[src/rtl/seg_pkg.sv]
// Shared segment codes, digit table and FSM state encoding for the binary-to-7-segment converter.
// Codes are active-low: bit7 = decimal point, bits 6:0 = segments g..a.
package seg_pkg;

    localparam logic [7:0] SEG_BLANK   = 8'hFF;
    localparam logic [7:0] SEG_DASH    = 8'hBF;
    localparam logic [7:0] SEG_DP_MASK = 8'h7F;

    localparam int NUM_DIGITS = 6;
    localparam int BCD_W      = 4 * NUM_DIGITS;

    // Index n holds the code for nibble value n (0-9 decimal, A-F hex).
    localparam logic [15:0][7:0] SEG_DIGIT_TABLE = {
        8'h8E, 8'h86, 8'hA1, 8'hC6, 8'h83, 8'h88, 8'h90, 8'h80,
        8'hF8, 8'h82, 8'h92, 8'h99, 8'hB0, 8'hA4, 8'hF9, 8'hC0
    };

    // state  | meaning
    // IDLE   | waiting for load, outputs hold last result
    // SHIFT  | one double-dabble step per cycle, BIN_W cycles
    // ENCODE | register digit codes, pulse done
    typedef enum logic [1:0] {
        ST_IDLE   = 2'd0,
        ST_SHIFT  = 2'd1,
        ST_ENCODE = 2'd2
    } state_t;

    function automatic logic [3:0] bcd_adjust(input logic [3:0] nib);
        return (nib >= 4'd5) ? (nib + 4'd3) : nib;
    endfunction

endpackage

[src/rtl/seg7_encode.sv]
// Combinational nibble-to-segment encoder with blank, dash and decimal-point overrides.
module seg7_encode
    import seg_pkg::*;
(
    input  logic [3:0] i_nibble,
    input  logic       i_blank,
    input  logic       i_dash,
    input  logic       i_dp,
    output logic [7:0] o_code
);

    logic [7:0] w_base;

    always_comb begin
        if (i_dash)
            w_base = SEG_DASH;
        else if (i_blank)
            w_base = SEG_BLANK;
        else
            w_base = SEG_DIGIT_TABLE[i_nibble];
        // The dash display never carries a decimal point.
        o_code = (i_dp && !i_dash) ? (w_base & SEG_DP_MASK) : w_base;
    end

endmodule

[src/rtl/seg_bin_to_digits.sv]
// Sequential binary-to-six-digit 7-segment converter (shift-add-3) with load/busy/done handshake.
// Optional macro SEG_HEX_MODE_EN adds i_hex_mode for six-nibble hexadecimal display.
module seg_bin_to_digits
    import seg_pkg::*;
#(
    parameter int          BIN_W   = 20,
    parameter int unsigned MAX_VAL = 999999
)(
    input  logic             clk,
    input  logic             rst_n,
    input  logic             i_load,
    input  logic [BIN_W-1:0] i_bin_in,
    input  logic [2:0]       i_dp_pos,
`ifdef SEG_HEX_MODE_EN
    input  logic             i_hex_mode,
`endif
    output logic             o_busy,
    output logic             o_done,
    output logic             o_overflow,
    output logic [7:0]       o_seg_data_0,
    output logic [7:0]       o_seg_data_1,
    output logic [7:0]       o_seg_data_2,
    output logic [7:0]       o_seg_data_3,
    output logic [7:0]       o_seg_data_4,
    output logic [7:0]       o_seg_data_5
);

    localparam int                CNT_W    = $clog2(BIN_W);
    localparam logic [CNT_W-1:0]  CNT_LAST = CNT_W'(BIN_W - 1);

    state_t             r_state;
    logic [BCD_W-1:0]   r_bcd;
    logic [BIN_W-1:0]   r_bin;
    logic [CNT_W-1:0]   r_cnt;
    logic [2:0]         r_dp;
    logic               r_ovf_pend;
    logic               r_busy;
    logic               r_done;
    logic               r_overflow;
    logic [7:0]         r_seg [NUM_DIGITS];

    logic [BCD_W-1:0]   w_bcd_adj;
    logic [BCD_W-1:0]   w_digits;
    logic               w_over;
    logic               w_ovf_cap;
    logic [NUM_DIGITS-1:0] w_blank;
    logic [NUM_DIGITS-1:0] w_dp_sel;
    logic [7:0]         w_code [NUM_DIGITS];

    assign w_over = 64'(i_bin_in) > 64'(MAX_VAL);

`ifdef SEG_HEX_MODE_EN
    logic               r_hex;
    logic [BCD_W-1:0]   r_hex_val;
    logic [63:0]        w_bin_ext;

    assign w_bin_ext = 64'(i_bin_in);
    assign w_ovf_cap = i_hex_mode ? 1'b0 : w_over;
    assign w_digits  = r_hex ? r_hex_val : r_bcd;
`else
    assign w_ovf_cap = w_over;
    assign w_digits  = r_bcd;
`endif

    always_comb begin
        w_bcd_adj = '0;
        for (int i = 0; i < NUM_DIGITS; i++)
            w_bcd_adj[i*4 +: 4] = bcd_adjust(r_bcd[i*4 +: 4]);
    end

    // A digit is blanked only if it and everything above it is zero, it is not
    // digit 0, and it is not at or below a visible decimal point.
    always_comb begin
        logic w_zero_hi;
        w_blank  = '0;
        w_dp_sel = '0;
        for (int i = 0; i < NUM_DIGITS; i++) begin
            w_zero_hi = 1'b1;
            for (int j = i; j < NUM_DIGITS; j++)
                if (w_digits[j*4 +: 4] != 4'd0)
                    w_zero_hi = 1'b0;
            w_blank[i]  = (i != 0) && w_zero_hi &&
                          !((r_dp <= 3'd5) && (3'(i) <= r_dp));
            w_dp_sel[i] = (r_dp == 3'(i));
        end
    end

    for (genvar g = 0; g < NUM_DIGITS; g++) begin : g_enc
        seg7_encode u_enc (
            .i_nibble (w_digits[g*4 +: 4]),
            .i_blank  (w_blank[g]),
            .i_dash   (r_ovf_pend),
            .i_dp     (w_dp_sel[g]),
            .o_code   (w_code[g])
        );
    end

    always_ff @(posedge clk or negedge rst_n) begin
        if (!rst_n) begin
            r_state    <= ST_IDLE;
            r_bcd      <= '0;
            r_bin      <= '0;
            r_cnt      <= '0;
            r_dp       <= 3'd7;
            r_ovf_pend <= 1'b0;
            r_busy     <= 1'b0;
            r_done     <= 1'b0;
            r_overflow <= 1'b0;
            for (int i = 0; i < NUM_DIGITS; i++)
                r_seg[i] <= SEG_BLANK;
`ifdef SEG_HEX_MODE_EN
            r_hex      <= 1'b0;
            r_hex_val  <= '0;
`endif
        end else begin
            r_done <= 1'b0;
            case (r_state)
                ST_IDLE: begin
                    if (i_load) begin
                        r_bin      <= i_bin_in;
                        r_dp       <= i_dp_pos;
                        r_ovf_pend <= w_ovf_cap;
                        r_bcd      <= '0;
                        r_cnt      <= '0;
                        r_busy     <= 1'b1;
                        r_state    <= ST_SHIFT;
`ifdef SEG_HEX_MODE_EN
                        r_hex      <= i_hex_mode;
                        r_hex_val  <= w_bin_ext[BCD_W-1:0];
`endif
                    end
                end
                ST_SHIFT: begin
                    r_bcd <= {w_bcd_adj[BCD_W-2:0], r_bin[BIN_W-1]};
                    r_bin <= r_bin << 1;
                    if (r_cnt == CNT_LAST)
                        r_state <= ST_ENCODE;
                    else
                        r_cnt <= r_cnt + CNT_W'(1);
                end
                ST_ENCODE: begin
                    for (int i = 0; i < NUM_DIGITS; i++)
                        r_seg[i] <= w_code[i];
                    r_overflow <= r_ovf_pend;
                    r_done     <= 1'b1;
                    r_busy     <= 1'b0;
                    r_state    <= ST_IDLE;
                end
                default: r_state <= ST_IDLE;
            endcase
        end
    end

    assign o_busy       = r_busy;
    assign o_done       = r_done;
    assign o_overflow   = r_overflow;
    assign o_seg_data_0 = r_seg[0];
    assign o_seg_data_1 = r_seg[1];
    assign o_seg_data_2 = r_seg[2];
    assign o_seg_data_3 = r_seg[3];
    assign o_seg_data_4 = r_seg[4];
    assign o_seg_data_5 = r_seg[5];

endmodule

[config.mk]
export PLATFORM = sky130hd
export DESIGN_NAME = seg_bin_to_digits
export DESIGN_NICKNAME = d
export VERILOG_FILES = /design/src/rtl/seg_pkg.sv /design/src/rtl/seg7_encode.sv /design/src/rtl/seg_bin_to_digits.sv
export SDC_FILE = /design/constraint.sdc
export NUM_CORES = 1
export LEC_CHECK = 0
export BUFFER_PORTS_ARGS = -buffer_cell sky130_fd_sc_hd__buf_4
export CAP_MARGIN = 20
export CORE_UTILIZATION = 45
export DETAILED_ROUTE_END_ITERATION = 8
export HOLD_SLACK_MARGIN = 0.06
export PLACE_DENSITY = 0.62
export SLEW_MARGIN = 10
export SYNTH_ARGS = -nofsm -noshare
export SYNTH_HDL_FRONTEND = slang
export SYNTH_SLANG_ARGS = --single-unit
[constraint.sdc]
create_clock -name clk -period 4.2 [get_ports clk]
set_clock_uncertainty 0.15 [all_clocks]
set_input_delay 0.84 -clock clk [delete_from_list [all_inputs] [get_ports clk]]
set_output_delay 0.84 -clock clk [all_outputs]
set_load 0.02 [all_outputs]
After elaboration in Yosys (flattened, before gate mapping)
Memories as Yosys holds them, arrays and structs flattened.
Index checks and enable logic that the tools add are counted.
{"block": "word_totals", "ff_bits": 106, "mem_bits_ro": 768, "n_memories": 6}
{"block": "op_classes", "addsub": 7, "n_lt_le_gt_ge": 19, "n_eq_ne": 11, "mux": 57, "n_reduce_logical": 36}
{"name": "(name not given)", "words": 16, "word_bits": 8, "read_ports": 1, "rd_ports_with_merged_regs": 0, "wr": 0, "line": "seg7_encode.sv:20", "rtl": "w_base = SEG_DIGIT_TABLE[i_nibble];"}
{"name": "(name not given)", "words": 16, "word_bits": 8, "read_ports": 1, "rd_ports_with_merged_regs": 0, "wr": 0, "line": "seg7_encode.sv:20"}
{"name": "(name not given)", "words": 16, "word_bits": 8, "read_ports": 1, "rd_ports_with_merged_regs": 0, "wr": 0, "line": "seg7_encode.sv:20"}
{"name": "(name not given)", "words": 16, "word_bits": 8, "read_ports": 1, "rd_ports_with_merged_regs": 0, "wr": 0, "line": "seg7_encode.sv:20"}
{"name": "(name not given)", "words": 16, "word_bits": 8, "read_ports": 1, "rd_ports_with_merged_regs": 0, "wr": 0, "line": "seg7_encode.sv:20"}
{"name": "(name not given)", "words": 16, "word_bits": 8, "read_ports": 1, "rd_ports_with_merged_regs": 0, "wr": 0, "line": "seg7_encode.sv:20"}
{"operator": "two-way mux 8 bit", "count": 23}
{"operator": "one-hot mux 24 bit (2 select lines)", "count": 1}
{"operator": "one-hot mux 20 bit (2 select lines)", "count": 1}
{"operator": "< comparator 4 x 5 -> 1 bit (second input constant)", "count": 6}
{"operator": ">= comparator 4 x 3 -> 1 bit (second input constant)", "count": 6}
{"operator": "two-way mux 24 bit", "count": 1}
{"operator": "adder 4 x 2 -> 4 bit (second input constant)", "count": 5}
{"operator": "> comparator 20 bit (second input constant)", "count": 1}
{"operator": "two-way mux 20 bit", "count": 1}
{"operator": "two-way mux 4 bit", "count": 5}
{"operator": "nonzero test 4 bit", "count": 5}
{"operator": "two-way mux 1 bit", "count": 17}
{"operator": "logical AND 1 bit", "count": 16}
{"operator": "two-way mux 5 bit", "count": 2}
{"operator": "one-hot mux 5 bit (2 select lines)", "count": 1}
{"operator": "AND reduction 2 bit", "count": 4}
{"operator": "equality test 3 x 2 -> 1 bit (second input constant)", "count": 2}
{"operator": "equality test 3 bit (second input constant)", "count": 2}
{"operator": "less-or-equal comparator 2 x 3 -> 1 bit (first input constant)", "count": 2}
{"operator": "less-or-equal comparator 3 bit (first input constant)", "count": 2}
{"operator": "zero test 1 bit", "count": 6}
{"operator": "inequality test 2 bit (second input constant)", "count": 3}
{"operator": "adder 5 x 1 -> 5 bit (second input constant)", "count": 1}
{"operator": "equality test 5 bit (second input constant)", "count": 1}
{"operator": "14 further kinds", "count": 16}

Logic depth before layout (Yosys ltp)
{"block": "depth", "depth_word": 10, "depth_mapped": 6}

Cells and area by module
From an unflattened synthesis, not the netlist that was laid out.
{"block": "unflattened", "cells_unflattened": 672, "area_unflattened_um2": 7123.1}
{"mod": "seg_bin_to_digits", "n_inst": 1, "cells_per_inst": 408, "area_each_um2": 5081.1, "seq_area_each_um2": 2716.4}
{"mod": "seg7_encode at g_enc[1].u_enc ...", "n_inst": 2, "cells_per_inst": 44, "area_each_um2": 345.3, "seq_area_each_um2": 0.0}
{"mod": "seg7_encode at g_enc[4].u_enc ...", "n_inst": 2, "cells_per_inst": 43, "area_each_um2": 342.8, "seq_area_each_um2": 0.0}
{"mod": "seg7_encode at g_enc[0].u_enc ...", "n_inst": 2, "cells_per_inst": 45, "area_each_um2": 332.8, "seq_area_each_um2": 0.0}

Least setup slack after synthesis
OpenSTA, ideal clock, no wires.
{"block": "synth_path", "kind": "reg-to-reg", "start": "reg r_bcd[20]", "end": "reg r_seg, in the netlist o_seg_data_1[5]", "setup_ns": 0.076, "t_arrival_ns": 1.827, "required_time_ns": 3.974, "path_slack_ns": 2.147, "stages_incl_launch_ff": 7, "synth_period_minus_slack_ns": 2.053, "path_cell_list": "dfrtp_1 inv_1 ha_1 nor3b_4 nand2_2 or4_4 a31oi_2"}
{"block": "synth_between", "elab_chain_cells": 6}
{"element": "start: declaration", "line": "seg_bin_to_digits.sv:32", "rtl": "logic [BCD_W-1:0] r_bcd;"}
{"element": "start signal: assignment", "line": "seg_bin_to_digits.sv:134", "rtl": "r_bcd <= {w_bcd_adj[BCD_W-2:0], r_bin[BIN_W-1]};"}
{"element": "nonzero test 4 bit", "line": "seg_bin_to_digits.sv:80", "rtl": "if (w_digits[j*4 +: 4] != 4'd0)"}
{"element": "two-way mux 1 bit", "line": "seg_bin_to_digits.sv:80"}
{"element": "logical AND 1 bit", "line": "seg_bin_to_digits.sv:82", "rtl": "w_blank[i] = (i != 0) && w_zero_hi &&"}
{"element": "two-way mux 8 bit", "line": "seg7_encode.sv:17", "rtl": "else if (i_blank)"}
{"element": "two-way mux 8 bit", "line": "seg7_encode.sv:15", "rtl": "if (i_dash)"}
{"element": "two-way mux 8 bit", "line": "seg7_encode.sv:22", "rtl": "o_code = (i_dp && !i_dash) ? (w_base & SEG_DP_MASK) : w_base;"}
{"element": "end signal: indexed assignment", "line": "seg_bin_to_digits.sv:143", "rtl": "r_seg[i] <= w_code[i];"}
{"element": "end: declaration", "line": "seg_bin_to_digits.sv:40", "rtl": "logic [7:0] r_seg [NUM_DIGITS];"}
No other way between the ends.
A chain may end at the register's enable or synchronous reset.

Worst setup path after layout
{"block": "layout_path", "start": "reg r_bcd[12]", "end": "reg r_seg, in the netlist o_seg_data_1[2]"}
{"block": "layout_between", "elab_chain_cells": 8}
{"element": "nonzero test 4 bit", "line": "seg_bin_to_digits.sv:80"}
{"element": "two-way mux 1 bit (3 in series)", "line": "seg_bin_to_digits.sv:80"}
{"element": "logical AND 1 bit", "line": "seg_bin_to_digits.sv:82"}
{"element": "two-way mux 8 bit", "line": "seg7_encode.sv:17"}
{"element": "two-way mux 8 bit", "line": "seg7_encode.sv:15"}
{"element": "two-way mux 8 bit", "line": "seg7_encode.sv:22"}
No other way between the ends.

==> results.ini <==
[outcome]
status = complete, no violations

[synth]
synth_edf_count = 0
syn-num-nets = 713
async_flop_share = 1.00
syn_area_per_cell_um2 = 9.42
yosys_warnings = 0
syn_area_um2 = 6080
synth.area.top_cells = dfrtp_1 23%, dfstp_2 22%, ha_1 8.6%
netlist_instances = 645
ys_seq_area_frac = 0.447
ys.flop_type = dfrtp_1
yosys_register_bits = 106
synth_top_area_share = 0.226
synth_top_area_cell = dfrtp_1
synthDistinctLibCells = 57

[clock_network]
hold_buffers = 0
clock_latency_ns = 0.36
clockBufferDepth = 2
path_clk_slew_ns = 0.07
cts_made_buffers = 9
cts_setup_buffers = 0
cts_tree = yes
root_buffer = clkbuf_16
h-tree-depth = 3
cts_resized = 0
cts.sinks = 106

[timing]
finalMaxSlewViolations = 0
worstMarginPinSlew_ns = 0.923
setup_viol = 0
rsz0062_at_grt = false
finalCriticalPeriod_ns = 2.43
post-route-period-util = 0.580
fin_setup_tns_ns = 0
fmax_ghz = 0.411
finalHoldViolCount = 0
relSlewSlack = 0.382

[routing]
wire_per_inst_um = 16.1
antenna_left = 0
vias_per_cell = 5.54
first_pass_iters = 4
via_count = 4844
totalWireLength_um = 14000
route.detailed.drc = 0
drt-initial-drc-count = 256

[floorplanning]
rows = 42
fp.dieW_um = 118
core_area_um2 = 13200
ios = 77
dieArea_um2 = 14000
dieHeight_um = 118
initial_core_util = 0.461

[pwr]
swShare = 0.424
p_clk_frac = 0.154
p_per_area_nw_per_um2 = 829
internal_power_mw = 3.37
switchingPower_mw = 2.48
pwr-share-seq = 0.370
peakVddDrop_mv = 0.293
total_power_mw = 5.85
power.share.combinational = 0.476
p_leak_nw = 3.06

[cells_and_area]
regArea_um2 = 2720
layout-area-overhead-vs-synth_pct = 16.1
fin_util = 0.535
layout-drive-gt1-share = 0.238
n_fill_cell = 1206
diodes = 0
fin_nets = 761
multi_input_area_um2 = 3090

[hold_path]
whs_path_depth = 2
hp-class = reg2reg
hold_end = o_seg_data_0[3]
holdCritStartpoint = o_seg_data_0[3]

[global_route]
met1_usage = 0.288
met2_usage = 0.343
grt_pass1_wl_um = 23600
overflow = 0
grt_pass1_vias = 4675
top_usage_layer = met2
grt_max_degree = 65
use_met3 = 0.0323
grt_usage = 0.213
antenna_found_initial = 0

[worst_setup_path]
critPathMaxFanout = 6
r2r_cells = 6
cp-end-kind = flop
regToRegEndpoint = o_seg_data_1[2]
cp-start-kind = flop
timing.rr.start = r_bcd[12]
worstPathRequired_ns = 4.35
crit_type = reg2reg
reg2reg_slack_ns = 1.77
crit_arrival_ns = 2.58

[run]
drv_cap = 0

[place]
place_congestion = 0.812
port_buffers = 76
hpwlAfterDp_um = 9870

## layout by cell type, fill, tap and decap left out, types with 3 or more instances in the layout
cell       count
nor2_1        49
o32ai_1        3
a32o_1         4
dfrtp_1       55
xnor2_1        7
o32a_1         7
inv_1         24
o22a_1        21
buf_4         83
a31oi_1       29
nand3b_1       3
a21oi_1       48
o21ai_0       46
o211ai_1       4
clkbuf_16      9
dfstp_2       51
mux4_2         3
nand2_1       80
nand3_1       13
mux2i_1       16
a22o_1         6
ha_1          42
o31ai_1        3
nand2b_1      16
o22ai_1       15
nand4_1        3
nor3b_1        6
a21o_1         3
xor2_1         5
o21a_1         3
## per-stage QoR
stage | setup WS [ns] | cells | cell area [µm²] | hold WS [ns]
global placement | 1.88 | 858 | 6750 | 0.316
detailed placement | 1.82 | 858 | 6750 | 0.317
CTS | 1.79 | 874 | 7060 | 0.327
floorplan | 2.15 | 645 | 6080 | 0.301
finish | 1.77 | 874 | 7060 | 0.341
global route | 1.56 | 874 | 7060 | 0.346
## synth_stat cells, types with 3 or more instances
cell	instances
nand2_1	80
dfrtp_1	55
dfstp_2	51
nor2_1	50
a21oi_1	48
o21ai_0	46
ha_1	42
clkbuf_1	39
a31oi_1	29
inv_1	24
o22a_1	21
mux2i_1	16
nand2b_1	16
o22ai_1	15
nand3_1	13
o32a_1	7
xnor2_1	7
a22o_1	6
nor3b_1	6
xor2_1	5
a32o_1	4
buf_2	4
o211ai_1	4
a21o_1	3
mux4_2	3
nand3b_1	3
nand4_1	3
nor2b_1	3
o21a_1	3
o31ai_1	3
o32ai_1	3
## flip-flops by register name, summed over array words and instances (netlist names), 5 cells and up
register,cells
o_seg_data_3,8
r_bin,20
o_seg_data_0,8
r_bcd,24
r_cnt,5
o_seg_data_4,8
o_seg_data_5,8
o_seg_data_2,8
o_seg_data_1,8
## worst max path at each step
| stage | cells past startpoint | from | slack [ns] | end |
|---|---|---|---|---|
| floorplan | 6 | r_bcd[20] | 2.15 | o_seg_data_1[5] |
| global placement | 5 | i_load | 1.88 | r_bcd[16] |
| detailed placement | 6 | r_bcd[12] | 1.82 | o_seg_data_1[2] |
| CTS | 6 | r_bcd[12] | 1.79 | o_seg_data_1[2] |
| global route | 6 | r_bcd[12] | 1.56 | o_seg_data_1[3] |
| finish | 6 | r_bcd[12] | 1.77 | o_seg_data_1[2] |
## kinds of logic (layout without fill, tap and decap cells)
group / after synthesis / in the layout / share of synthesized area
and+or+nand+nor: 190 / 190 / 0.148
DFF: 106 / 106 / 0.447
adders and majority gates: 42 / 42 / 0.0865
buffers and inverters: 72 / 125 / 0.0465
xor gates and xnor gates: 12 / 12 / 0.0173
AOI/OAI and AO/OA: 203 / 203 / 0.216
muxes: 20 / 20 / 0.0393
## power groups by stage
stage               combinational [mW]  sequential [mW]  clock (mW)
floorplan                         2.07             2.10           0
global placement                  2.76             2.17           0
detailed placement                2.79             2.18           0
CTS                               2.81             2.17       0.921
global route                      3.12             2.26       0.959
finish                            2.79             2.17       0.902
## final cells by class
type,count,area share
multi-input cells,467,0.438
flip-flops and latches,106,0.385
repair buffers,83,0.0883
clock buffers,10,0.0324
well taps,176,0.0312
inverters,26,0.0138
clock inverters,6,0.0115
## metal layers
metal	share of wire	wire length, µm
met5	0	0
met3	0.030	415
met2	0.47	6590
met4	0.018	248
met1	0.48	6770
## worst max-delay path: stages (launching register included)
cell     delay [ns]
dfrtp_1        0.44
inv_1          0.22
ha_1           0.21
nor3b_1        0.49
nand3_1        0.21
nor4_2         0.41
o32a_1         0.24
(Power assumes the default switching activity.)
